File: config.mk
export PLATFORM = sky130hd
export DESIGN_NAME = multi_data_arbiter
export DESIGN_NICKNAME = d
export VERILOG_FILES = /design/src/rtl/multi_data_arbiter.sv
export SDC_FILE = /design/constraint.sdc
export NUM_CORES = 1
export LEC_CHECK = 0
export CORE_UTILIZATION = 60
export DETAILED_ROUTE_END_ITERATION = 7
export DONT_BUFFER_PORTS = 1
export PLACE_DENSITY_LB_ADDON = 0.15
export RECOVER_POWER = 25
export SYNTH_ARGS = -nofsm -noshare
export SYNTH_HDL_FRONTEND = slang
export SYNTH_SLANG_ARGS = --single-unit
File: constraint.sdc
create_clock -name clock -period 5.3 [get_ports clock]
set_clock_uncertainty 0.1 [all_clocks]
set_input_delay 1.06 -clock clock [delete_from_list [all_inputs] [get_ports clock]]
set_output_delay 1.06 -clock clock [all_outputs]
set_load 0.05 [all_outputs]
File: src/rtl/multi_data_arbiter.sv
// Round-robin front end that shares one start/done multi-data unit between
// NUM_REQ requesters, with a watchdog that flushes the unit when done never comes.
module multi_data_arbiter #(
    parameter int NUM_REQ = 4,
    parameter int DATA_W  = 32,
    parameter int ID_W    = 2,
    parameter int TIMEOUT = 8
) (
    input  logic                      clock,
    input  logic                      reset,
    input  logic [NUM_REQ-1:0]        req_valid,
    input  logic [NUM_REQ*DATA_W-1:0] req_data,
    output logic [NUM_REQ-1:0]        req_ready,
    output logic                      resp_valid,
    input  logic                      resp_ready,
    output logic [ID_W-1:0]           resp_id,
    output logic [DATA_W-1:0]         resp_data,
    output logic                      resp_err,
    output logic                      unit_start,
    output logic [DATA_W-1:0]         unit_in,
    output logic                      unit_reset,
    input  logic                      unit_done,
    input  logic [DATA_W-1:0]         unit_out,
    output logic                      busy
);

    localparam int PTR_W = (NUM_REQ > 1) ? $clog2(NUM_REQ) : 1;
    localparam int CNT_W = $clog2(TIMEOUT);
    localparam logic [CNT_W-1:0] CNT_LAST = CNT_W'(TIMEOUT - 1);
    localparam logic [PTR_W-1:0] IDX_LAST = PTR_W'(NUM_REQ - 1);

    typedef enum logic [2:0] {IDLE, ISSUE, WAIT, FLUSH, RESP} state_t;

    state_t                           state, state_nxt;
    logic [NUM_REQ-1:0][DATA_W-1:0]   req_vec;
    logic [PTR_W-1:0]                 ptr, gnt_idx, idx, id_q;
    logic [NUM_REQ-1:0]               gnt;
    logic                             found, accept;
    logic [CNT_W-1:0]                 wait_cnt;

    assign req_vec = req_data;

    // Rotating priority search starting at ptr, wrapping modulo NUM_REQ.
    always_comb begin
        gnt     = '0;
        gnt_idx = '0;
        found   = 1'b0;
        idx     = '0;
        for (int k = 0; k < NUM_REQ; k++) begin
            if (int'(ptr) + k >= NUM_REQ)
                idx = PTR_W'(int'(ptr) + k - NUM_REQ);
            else
                idx = PTR_W'(int'(ptr) + k);
            if (!found && req_valid[idx]) begin
                found        = 1'b1;
                gnt[idx]     = 1'b1;
                gnt_idx      = idx;
            end
        end
    end

    assign accept     = (state == IDLE) && found;
    assign req_ready  = (state == IDLE) ? gnt : '0;
    assign unit_start = (state == ISSUE);
    assign resp_valid = (state == RESP);
    assign busy       = (state != IDLE);
    assign resp_id    = ID_W'(id_q);

    always_comb begin
        state_nxt = state;
        case (state)
            IDLE:    if (accept) state_nxt = ISSUE;
            ISSUE:   state_nxt = WAIT;
            WAIT: begin
                // A done in the last allowed cycle still beats the watchdog.
                if (unit_done)                 state_nxt = RESP;
                else if (wait_cnt == CNT_LAST) state_nxt = FLUSH;
            end
            FLUSH:   state_nxt = RESP;
            RESP:    if (resp_ready) state_nxt = IDLE;
            default: state_nxt = IDLE;
        endcase
    end

    always_ff @(posedge clock or posedge reset) begin
        if (reset) state <= IDLE;
        else       state <= state_nxt;
    end

    always_ff @(posedge clock or posedge reset) begin
        if (reset) begin
            ptr        <= '0;
            id_q       <= '0;
            unit_in    <= '0;
            wait_cnt   <= '0;
            resp_data  <= '0;
            resp_err   <= 1'b0;
            unit_reset <= 1'b1;
        end else begin
            // Registered so the unit sees a clean full-cycle reset during FLUSH.
            unit_reset <= (state_nxt == FLUSH);
            case (state)
                IDLE: if (accept) begin
                    unit_in <= req_vec[gnt_idx];
                    id_q    <= gnt_idx;
                    ptr     <= (gnt_idx == IDX_LAST) ? '0 : gnt_idx + 1'b1;
                end
                ISSUE: wait_cnt <= '0;
                WAIT: begin
                    if (unit_done) begin
                        resp_data <= unit_out;
                        resp_err  <= 1'b0;
                    end else if (wait_cnt != CNT_LAST) begin
                        wait_cnt <= wait_cnt + 1'b1;
                    end
                end
                FLUSH: begin
                    resp_data <= '0;
                    resp_err  <= 1'b1;
                end
                default: ;
            endcase
        end
    end

endmodule

# Word level (Yosys, flattened, before mapping)
# Index checks and enable logic that the tools add are counted.
[op_classes]
n_eq_ne = 11
bitwise_logic = 3
n_mux = 48
addsub = 9
magnitude_cmp = 13
n_reduce_logical = 18
[ops]
columns = ["op", "count"]
rows = [
  ["$bmux 32 s2", 1],
  ["$mux 32", 2],
  ["$pmux 32 s2", 1],
  ["$mux 4", 5],
  ["$mux 2", 9],
  ["$mux 3", 6],
  ["$lt 2x3->1 const B", 5],
  ["$pmux 3 s5", 1],
  ["$mux 1", 13],
  ["$or 4x4->4", 3],
  ["$eq 3x2->1 const B", 3],
  ["$ge 3x3->1 const B", 3],
  ["$bmux 1 s2", 4],
  ["$demux 1 s2", 4],
  ["$ge 2x1->1 const B", 4],
  ["$logic_and 1x1->1", 8],
  ["$sub 2x1->2 const B", 4],
  ["$add 2x2->3 const B", 2],
  ["$eq 3x3->1 const B", 2],
  ["$ne 2x2->1 const B", 3],
  ["$pmux 3 s2", 1],
  ["$reduce_and 2->1", 2],
  ["$reduce_bool 2->1", 2],
  ["$add 2x1->3 const B", 1],
  ["11 further kinds", 13],
]
[word_totals]
reg_bits = 76
word_cells = 110
output_inout_bits = 75
inputBits = 168

# Longest topological paths before layout
[logic_depth]
word_depth = 18
ltp_mapped = 12

# Least setup slack after synthesis
# No wires, ideal clock.
[synth_timing]
path_type = "in2out"
start = "input req_valid[3]"
end = "output req_ready[0]"
setup_slack_ns = 0.968
required_time_ns = 4.140
n_path_buf = 3
arrival_time_ns = 3.172
path_stages = 7
path_cell_list = "clkbuf_1 > mux4_2 > clkbuf_1 > clkbuf_1 > a221o_1 > o21ai_0 > a21oi_1"
[synth_between]
elab_chain_cells = 13
elab_cells_between_ends = 25
cone_classes = "mux: 16; bitwise: 3; reduce/logical: 6"
[synth_rtl]
columns = ["element", "line_no", "source"]
rows = [
  ["from (decl)", "11", "input logic [NUM_REQ-1:0] req_valid,"],
  ["$bmux 1 s2", "54", "if (!found && req_valid[idx]) begin"],
  ["$mux 1 (not written as such)", "54", ""],
  ["$mux 1", "54", ""],
  ["$logic_not 1->1", "54", ""],
  ["$logic_and 1x1->1", "54", ""],
  ["$mux 1", "54", ""],
  ["$logic_not 1->1", "54", ""],
  ["$logic_and 1x1->1", "54", ""],
  ["$mux 1", "54", ""],
  ["$logic_not 1->1", "54", ""],
  ["$logic_and 1x1->1", "54", ""],
  ["$mux 4 (*)", "54", ""],
  ["$mux 4 (*)", "63", "assign req_ready = (state == IDLE) ? gnt : '0;"],
  ["to (decl)", "13", "output logic [NUM_REQ-1:0] req_ready,"],
]
# Every way passes the cells marked *; elsewhere a longest branch is shown, timed or not. The select of a mux whose other input is x is not followed.

# Worst setup path after layout
[layout_timing]
start = "register ptr[0]"
end = "output req_ready[2]"
[layout_between]
elab_chain_cells = 15
elab_cells_between_ends = 60
cone_classes = "add/sub: 7; order compare: 12; mux: 28; bitwise: 3; reduce/logical: 10"
[layout_rtl]
columns = ["element", "line_no", "source"]
rows = [
  ["from (decl)", "36", "logic [PTR_W-1:0] ptr, gnt_idx, idx, id_q;"],
  ["from (signal assigned)", "106", "ptr <= (gnt_idx == IDX_LAST) ? '0 : gnt_idx + 1'b1;"],
  ["branches (longest 13 deep; another with $add 2x1->3)", "--", ""],
  ["$mux 4 (*)", "54", ""],
  ["$mux 4 (*)", "63", ""],
]
# Mark *: on every way between the ends. The select of a mux whose other input is x is not followed.

==> results_dict.tcl <==
set metrics [dict create \
    synth_edf_count 0 \
    worstPathMaxFanout 85 \
    synth.largest_area_cell "dfrtp_1" \
    cpPeakStageDelay_ns 0.69 \
    core-area_mm2 0.0104 \
    synth.distinct_cells 49 \
    instances_no_fill 855 \
    diodes 0 \
    rsz0062_at_grt "false" \
    outcome "finished with violations" \
    violations "max-capacitance violations, max-slew violations" \
    worstSetupStartpointType "register" \
    hold_ws_ns 0.390 \
    start_util_pct 62.6 \
    worst-setup-path-type "reg2out" \
    reg2reg_to "unit_in[29]$_DFFE_PP0P_" \
    rows 37 \
    syn_area_mm2 0.00653 \
    cpMostUsedCell "buf_4" \
    dp_cells 839 \
    final_nets 893 \
    wirelength_mm 21.9 \
    slew_violations 29 \
    cts_buffers 9 \
    vias 6683 \
    die_w_um 106 \
    ir_worst_vdd_v 0.000461 \
    critPathCaptureType "output port" \
    yosysSeqAreaShare_pct 29.2 \
    required_ns 4.14 \
    drt_iter0_markers 1035 \
    wl_per_cell_um 25.6 \
    critPathArrivalTime_ns 3.31 \
    hp-start "wait_cnt[0]$_DFFE_PP0P_" \
    vias_per_cell 7.82 \
    post_cts_buffers 0 \
    cts-root-buf "clkbuf_8" \
    tritoncts "done" \
    cts_max_level 3 \
    io_pins 243 \
    synth.avg_cell_area_um2 8.34 \
    worstHoldPathType "reg2reg" \
    ant_nets 0 \
    clock_sinks 76 \
    place.port_buffers 0 \
    post-route-cell-area_mm2 0.00663 \
    powerDensity_mw_per_mm2 837 \
    antenna_found_initial 0 \
    synth.area.top_cells "dfrtp_1 29%, nand2_1 8.2%, a221oi_1 7.1%" \
    r2r_slack_ns 1.20 \
    drive_gt1_share_pct 8.90 \
    synth_ff_type "dfrtp_1" \
    hpwl_mm 14.4 \
    tns_ns 0 \
    cts_hold_buf 0 \
    gp_congestion 0.840 \
    drcViolationCount 0 \
    yosys_register_bits 76 \
    synth_top_area_share_pct 28.8 \
    grtUsageTotal_pct 38.6 \
    period_needed_ns 4.47 \
    worst_pin_slew_ns 1.54 \
    max-clock-path-buffers 2 \
    post_cts_resized 0 \
    grt_pass1_wl_mm 34.2 \
    worstRegToRegCells 7 \
    setup_viol 0 \
    grt_pass1_vias 6412 \
    clk_pin_slew_worst_paths_ns 0.09 \
    crit_path_top_delay_cell "mux4_2" \
    max_freq_mhz 224 \
    die_h_um 106 \
    dr.pass1.iters 6 \
    finalCritPeriodShare_pct 84.3 \
    overflow 0 \
    hold_violations 0 \
    syn-instance-count 782 \
    final_core_util_pct 63.6 \
    yosys_warnings 0 \
    dpl_cell_area_mm2 0.00645 \
    area_growth_pct 1.55 \
    clock_latency_ns 0.38 \
    cap_viol_max_count 1 \
    grt_max_degree 99 \
    syn-num-nets 961 \
    hold_depth 1 \
    slew_headroom_pct -2.92 \
    die-area_mm2 0.0113 \
    reg2reg_from "ptr[0]$_DFFE_PP0P_" \
    hold_path_end "wait_cnt[0]$_DFFE_PP0P_" \
    async_reset_ff_share_pct 100 \
    leakage_nw 2.57 \
    crit_path_cell_trace "buf_4 > mux4_2 > nor2b_4 > a221o_1 > o21ai_0 > a21oi_1 > buf_4" \
]
-- area by class of cell --
cell class / count / area [um^2]
Multi-Input combinational cell: 603 / 4210
Fill cell: 899 / 3790
Sequential cell: 76 / 1910
Tap cell: 136 / 170
Timing Repair Buffer: 19 / 143
Clock buffer: 9 / 124
Clock inverter: 7 / 56.3
Inverter: 5 / 20.0
-- synth_stat cells, types with 2 or more instances --
cell type  count
or2_1          2
and3_1        13
a22o_1        31
nand2b_1       7
nor2_1        51
a21oi_1       27
nand4_1       20
a221oi_2      11
o21ai_0       11
o31a_1        13
buf_6          5
buf_1          7
o31ai_1       33
o2bb2ai_1     20
dfrtp_1       75
mux2i_1       17
o22ai_1       12
or3b_2         2
mux4_2         3
and4b_1       20
a221o_1        4
mux2_2         3
nor2b_1        2
clkbuf_1      76
a221oi_1      53
nand4b_1      44
ha_1          11
a32oi_1       20
buf_2          9
nand3_1        4
nand2_1      143
inv_1          5
and4_1        12
-- layer usage --
metal	vias to the layer above	share of wire [%]	global-route usage (%)
met2	484	48	62.0
met5	-	0	0
met1	3209	36	46.6
met3	76	13	13.9
met4	0	3.3	16.5
li1	2914	-	-
-- cells by family (layout without fill, tap and decap cells) --
| kind of cell | Yosys count | after routing | synth area share, % |
|---|---|---|---|
| AO/OA/AOI/OAI | 243 | 243 | 30.7 |
| AND/OR/NAND/NOR | 326 | 326 | 27.1 |
| buffers and inverters | 103 | 40 | 6.73 |
| multiplexers | 23 | 23 | 4.16 |
| flip-flops | 76 | 76 | 29.2 |
| adder cells (fa/ha/maj) | 11 | 11 | 2.11 |
-- layout by cell type (no fill, tap or decap), types with 7 or more instances in the layout --
| cell | synthesis | final |
|---|---|---|
| a221oi_2 | 11 | 11 |
| mux2i_1 | 17 | 17 |
| ha_1 | 11 | 11 |
| o2bb2ai_1 | 20 | 20 |
| nand4_1 | 20 | 20 |
| and3_1 | 13 | 13 |
| nor2_1 | 51 | 49 |
| nand4b_1 | 44 | 44 |
| buf_4 | 1 | 19 |
| clkbuf_8 | 0 | 9 |
| and4_1 | 12 | 12 |
| a221oi_1 | 53 | 53 |
| o21ai_0 | 11 | 11 |
| a32oi_1 | 20 | 20 |
| o31a_1 | 13 | 13 |
| a22o_1 | 31 | 31 |
| nand2b_1 | 7 | 7 |
| dfrtp_1 | 75 | 74 |
| o22ai_1 | 12 | 12 |
| a21oi_1 | 27 | 27 |
| o31ai_1 | 33 | 33 |
| and4b_1 | 20 | 20 |
| nand2_1 | 143 | 143 |
-- metrics by stage --
stage / total power [mW] / worst slack, ns
final: 5.55 / 0.832
after global routing: 5.87 / 0.618
after CTS: 5.49 / 0.867
after detailed placement: 5.05 / 1.30
after global placement: 4.93 / 1.33
after floorplan: 4.38 / 0.968
-- worst max-delay path, delay by kind of cell, from the launching register on --
family                 cells  cell delay (ns)
buffers and inverters      2             0.85
multiplexers               1             0.69
AND/OR/NAND/NOR            1             0.50
AO/OA/AOI/OAI              3             0.45
flip-flops                 1             0.41
-- worst max-delay path by stage --
stage | startpoint | endpoint | cells past startpoint
final | ptr[0]$_DFFE_PP0P_ | req_ready[2] | 7
after CTS | ptr[0]$_DFFE_PP0P_ | req_ready[1] | 7
after global routing | ptr[0]$_DFFE_PP0P_ | req_ready[2] | 7
after detailed placement | ptr[0]$_DFFE_PP0P_ | req_ready[2] | 7
after global placement | ptr[0]$_DFFE_PP0P_ | req_ready[2] | 7
after floorplan | req_valid[3] | req_ready[0] | 7
-- where the power goes --
part	leakage, nW	internal, mW	switching, mW
sequential	0.976	0.807	0.932
combinational	1.51	1.26	2.12
clock	0.0910	0.177	0.260
total	2.57	2.24	3.31
-- state kept, by name (all words and copies together) (netlist names) --
register and count:
resp_data 32, unit_in 32, unit_reset 1, state 3
ptr 2, resp_id 2, resp_err 1, wait_cnt 3
Power figures use the tool's default switching activity.
